<file path="src/rtl/mw_stage.sv">
// Memory-to-writeback pipeline register for the 5-stage MIPS core.
// Owns the data-bus handshake, stalls M until the access completes, and drives the regfile write port.
package mw_pkg;
    localparam int DW = 32;
    localparam int RW = 5;

    localparam logic [5:0] OP_RTYPE = 6'h00;
    localparam logic [5:0] OP_JAL   = 6'h03;
    localparam logic [5:0] OP_ADDIU = 6'h09;
    localparam logic [5:0] OP_SLTI  = 6'h0a;
    localparam logic [5:0] OP_SLTIU = 6'h0b;
    localparam logic [5:0] OP_ANDI  = 6'h0c;
    localparam logic [5:0] OP_ORI   = 6'h0d;
    localparam logic [5:0] OP_XORI  = 6'h0e;
    localparam logic [5:0] OP_LUI   = 6'h0f;
    localparam logic [5:0] OP_LW    = 6'h23;
    localparam logic [5:0] OP_SW    = 6'h2b;

    typedef struct packed {
        logic          valid;
        logic [31:0]   addr;
        logic [1:0]    size;
        logic [3:0]    strobe;
        logic [DW-1:0] data;
    } dbus_req_t;

    typedef struct packed {
        logic          addr_ok;
        logic          data_ok;
        logic [DW-1:0] data;
    } dbus_resp_t;

    typedef struct packed {
        logic [3:0]    stat;
        logic [5:0]    opcode;
        logic [DW-1:0] val_e;
        logic [RW-1:0] dst_e;
        logic [RW-1:0] dst_m;
        logic [5:0]    funct;
        logic [31:0]   pc;
    } plr_w;
endpackage

module mw_stage
    import mw_pkg::*;
#(
    parameter int DATA_W = mw_pkg::DW,
    parameter int RA_W   = mw_pkg::RW
) (
    input  logic              clk,
    input  logic              reset,
    input  plr_w              m_w,
    input  dbus_req_t         m_dreq,
    output dbus_req_t         dreq,
    input  dbus_resp_t        dresp,
    output logic              mem_stall,
    output plr_w              w_q,
    output logic [DATA_W-1:0] w_valm,
    output logic              rf_we,
    output logic [RA_W-1:0]   rf_wa,
    output logic [DATA_W-1:0] rf_wd
);
    localparam logic [1:0] S_IDLE      = 2'd0;
    localparam logic [1:0] S_WAIT_ADDR = 2'd1;
    localparam logic [1:0] S_WAIT_DATA = 2'd2;

    logic [1:0] state, state_nx;
    dbus_req_t  req_q;
    logic       ld_q;
    logic       complete;
    logic       cur_ld;

    always_comb begin
        state_nx = state;
        complete = 1'b0;
        cur_ld   = ld_q;
        dreq     = '0;
        case (state)
            S_IDLE: begin
                dreq   = m_dreq;
                cur_ld = m_dreq.valid && (m_dreq.strobe == 4'b0000);
                if (!m_dreq.valid)
                    complete = 1'b1;
                else if (dresp.addr_ok && dresp.data_ok)
                    complete = 1'b1;
                else if (dresp.addr_ok)
                    state_nx = S_WAIT_DATA;
                else
                    state_nx = S_WAIT_ADDR;
            end
            S_WAIT_ADDR: begin
                dreq       = req_q;
                dreq.valid = 1'b1;
                if (dresp.addr_ok && dresp.data_ok) begin
                    complete = 1'b1;
                    state_nx = S_IDLE;
                end else if (dresp.addr_ok) begin
                    state_nx = S_WAIT_DATA;
                end
            end
            S_WAIT_DATA: begin
                if (dresp.data_ok) begin
                    complete = 1'b1;
                    state_nx = S_IDLE;
                end
            end
            default: state_nx = S_IDLE;
        endcase
    end

    assign mem_stall = ~complete;

    always_ff @(posedge clk) begin
        if (reset) begin
            state  <= S_IDLE;
            req_q  <= '0;
            ld_q   <= 1'b0;
            w_q    <= '0;
            w_valm <= '0;
        end else begin
            state <= state_nx;
            // Request fields are only replayed from req_q while the address phase is pending.
            if (state == S_IDLE && m_dreq.valid) begin
                ld_q <= (m_dreq.strobe == 4'b0000);
                if (!dresp.addr_ok)
                    req_q <= m_dreq;
            end
            if (complete) begin
                w_q <= m_w;
                if (cur_ld)
                    w_valm <= dresp.data;
            end else begin
                w_q <= '0;
            end
        end
    end

    // An all-zero bundle decodes as R-type with dst 0, so bubbles never write.
    always_comb begin
        rf_we = 1'b0;
        rf_wa = '0;
        rf_wd = '0;
        if (w_q.opcode == OP_LW && w_q.dst_m != '0) begin
            rf_we = 1'b1;
            rf_wa = w_q.dst_m;
            rf_wd = w_valm;
        end else if ((w_q.opcode inside {OP_RTYPE, OP_LUI, OP_SLTI, OP_SLTIU, OP_ADDIU,
                                         OP_ANDI, OP_ORI, OP_XORI, OP_JAL})
                     && w_q.dst_e != '0) begin
            rf_we = 1'b1;
            rf_wa = w_q.dst_e;
            rf_wd = w_q.val_e;
        end
    end
endmodule

</file>
<file path="config.mk">
export PLATFORM = sky130hd
export DESIGN_NAME = mw_stage
export DESIGN_NICKNAME = d
export VERILOG_FILES = /design/src/rtl/mw_stage.sv
export SDC_FILE = /design/constraint.sdc
export NUM_CORES = 1
export LEC_CHECK = 0
export ABC_AREA = 1
export CAP_MARGIN = 40
export CORE_AREA = 3 3 165 167
export DETAILED_ROUTE_END_ITERATION = 16
export DIE_AREA = 0 0 168 170
export PLACE_DENSITY = 0.62
export SYNTH_ARGS = -nofsm -noshare
export SYNTH_HDL_FRONTEND = slang
export SYNTH_SLANG_ARGS = --single-unit
</file>
<file path="constraint.sdc">
create_clock -name clk -period 1.9 [get_ports clk]
set_input_delay 0.475 -clock clk [delete_from_list [all_inputs] [get_ports clk]]
set_output_delay 0.475 -clock clk [all_outputs]
set_load 0.005 [all_outputs]
</file>
==> key figures <==
Logic synthesis
  • Register area share after synthesis: 0.494
  • Compound-Gate Fraction of Synth Area: 0.161
  • Syn avg cell area: 7.03 um^2
  • Synthesized flop and latch total: 195
  • Largest family of logic cells by synthesized area: simple AND/OR/NAND/NOR gates
  • Simple-gate share of the synthesized area: 0.207
  • Ys flop type: dfxtp_1
  • Synth Area in Adders: 0
  • Most frequent cell after synthesis: inv_1
  • Post-synthesis mux area share: 0
  • Asr flop ratio synth: 0
  • Most frequent cells after synthesis: inv_1, dfxtp_1, nand2_1
  • Synth Instances: 1124
  • Synthesis Warnings: 0
  • Top cell type's share of synthesized area: 0.494
  • XOR/XNOR Fraction of Synth Area: 0
  • Cell taking the most area after synthesis: dfxtp_1
  • Largest cells by area after synthesis: dfxtp_1, inv_1, nand2_1
  • Synthesized Nets: roughly 1300
  • Distinct cell type count after synthesis: 21
  • Number of synthesized flops with an enable pin: 0
  • Mapped cell area: slightly below 0.008 mm^2

Pwr
  • Power share of the sequential group: 0.396
  • PD cells: 685 mW/mm^2
  • P_leak: 7.54 nW
  • P_int: a little under 0.008 W
  • Largest vdd supply drop: 0.553 mV
  • Switching share of total power: 0.298
  • Clk pwr share: 0.337
  • Net Sw Power: 0.00334 W
  • Gate power share: 0.267

Detailed routing
  • Vias: 9624
  • DRC: 0
  • Wirelength, routed: around 38000 um
  • Routed wire per std cell: roughly 19 um
  • Initial DRC count: between 400 and 500
  • Vias/cell: ~4.8
  • First drt pass iteration count: 5
  • Post-route ant nets: 0

Die
  • I/O pin cnt: 429
  • Initial core utilization: 0.305
  • Chip height: 170 um
  • Die Width: roughly 170 um
  • Die area: 0.0286 mm^2
  • Core area: roughly 0.026 mm^2
  • Row count: 59

Run
  • Max Cap Violations: 0

Placed design
  • Placed Area: 0.0130 mm^2
  • Number of port buffers: 428
  • Detailed placer's ending HPWL: roughly 22000 um
  • Gpl congestion: approximately 0.84

Global route
  • Largest net degree at the start of global routing: slightly above 70
  • Initial antenna violation count: 1
  • GRT Resource Usage Total: 0.224
  • Vias in the first global route: a little under 9000
  • Global-route wire length before repair: 50400 um
  • Total global routing overflow: 0

Worst setup path
  • CP Launch Type: flop
  • WP data arrival: 1.90 ns
  • Setup crit end kind: output pin
  • R2R setup slack: -0.27 ns
  • CP max FO: 4
  • Setup CP Type: flop to output pin
  • WP data required: 1.42 ns

STA
  • Worst-margin pin slew: between 0.5 and 0.6 ns
  • FMAX: 0.421 GHz
  • RSZ-0062 raised after global routing: true
  • Final setup vio count: 214
  • Final Cycle Share: 1.25
  • Min Tclk post-route: ~2.4 ns
  • Relative slew slack: 0.624
  • Final TNS setup: -54.63 ns
  • Slew Viols, Final: 0
  • Setup slack after layout: -0.476 ns
  • Clk_skew: 0.0176 ns
  • Final hold vios: 0

CTS
  • Clock root cell: clkbuf_16
  • CTS tree: done
  • Reg clk slew, reported paths: approximately 0.090 ns
  • Cts hold-fix bufs: 0
  • Worst skew pair latency: 0.43 ns
  • Num Clock Sinks: 195
  • Total CTS buffers: 17
  • Clk buf depth: 2
  • H-tree lvl count: 4

Final layout
  • Nets: 1864
  • Design Area, Final: around 0.016 mm^2
  • Layout area overhead: 107%
  • Fraction of layout cells with a size suffix above 1: 0.371

Min path
  • Min-delay worst type: flop to flop

Run status
  • Failing checks: setup timing
  • Status: finished with violations
final cells by class:
| cell class | instances | area (um^2) |
|---|---|---|
| diodes | 1 | 2.50 |
| clock buffers | 19 | 443 |
| clock inverters | 13 | 164 |
| fillers | 2175 | 9590 |
| inverters | 204 | 768 |
| multi-input cells | 651 | 4190 |
| flip-flops and latches | 195 | 3940 |
| well taps | 335 | 419 |
| repair buffers | 598 | 6390 |
metal layers:
layer / wire length, um / track usage
met5: 0 / 0
met3: 2660 / 0.0592
met1: 14700 / 0.269
met2: 19500 / 0.391
met4: 1070 / 0.0726
registers in the layout, indices dropped and copies added (netlist names):
register,count
ld_q,1
state,2
w_valm,32
w_q,90
req_q,70
path summary, 6_finish.rpt:
check | startpoint | endpoint | depth (start not counted)
setup / recovery | w_q[80] | rf_wa[0] | 11
hold / removal | req_q[19] | req_q[19] | 2
setup reg to reg | state[0] | w_valm[28] | 15
hold reg to reg | req_q[19] | req_q[19] | 2
layout by cell type, fill, tap and decap left out, drive strengths merged, types with 35 or more instances in the layout:
cell type      netlist  routed
nand4               35      35
dfxtp              195     195
a21oi              103     103
nand3               37      37
inv                204     211
buf                 29     261
clkbuf              47      38
nor2               133     133
o21ai              145     145
nand2              189     189
clkdlybuf4s50        0     308
power groups by stage:
stage	combinational [W]	clock (W)	sequential, W
2_1_floorplan	0.000731	0	0.00450
3_5_place_dp	0.00218	0	0.00450
3_3_place_gp	0.00217	0	0.00450
6_report	0.00299	0.00377	0.00443
5_1_grt	0.00318	0.00402	0.00445
4_1_cts	0.00255	0.00386	0.00441
critical path, stage by stage, from the launching register on:
cell and delay [ns]:
dfxtp_2 0.35, nand2_2 0.06, inv_2 0.05, nand3_2 0.09, nor3_4 0.19, buf_4 0.14, buf_6 0.13, buf_12 0.12
buf_4 0.11, nand2_1 0.04, nand2_1 0.07, clkbuf_2 0.11
stage by stage:
step | total power [W] | utilization | instances | hold WS, ns | worst slack, ns
final | 0.0112 | 0.630 | 2016 | 0.457 | -0.476
after global routing | 0.0116 | 0.630 | 2016 | 0.480 | -0.578
after CTS | 0.0108 | 0.574 | 1984 | 0.455 | -0.611
after detailed placement | 0.00668 | 0.502 | 1870 | 0.439 | -0.475
after global placement | 0.00666 | 0.502 | 1870 | 0.432 | -0.484
after floorplan | 0.00524 | - | 1124 | 0.425 | 0.103
logic make-up after synthesis:
kind of cell           after synthesis
AND/OR/NAND/NOR                    397
buffers and inverters              280
AO/OA/AOI/OAI                      252
flip-flops                         195
timing repair:
action	4_1_cts	5_1_grt
buffers inserted	59	33
pin swaps	21	70
resized for setup	699	336
setup endpoints to repair	158	324
gates cloned	23	20
No activity file was read; power rests on OpenSTA's default activity.
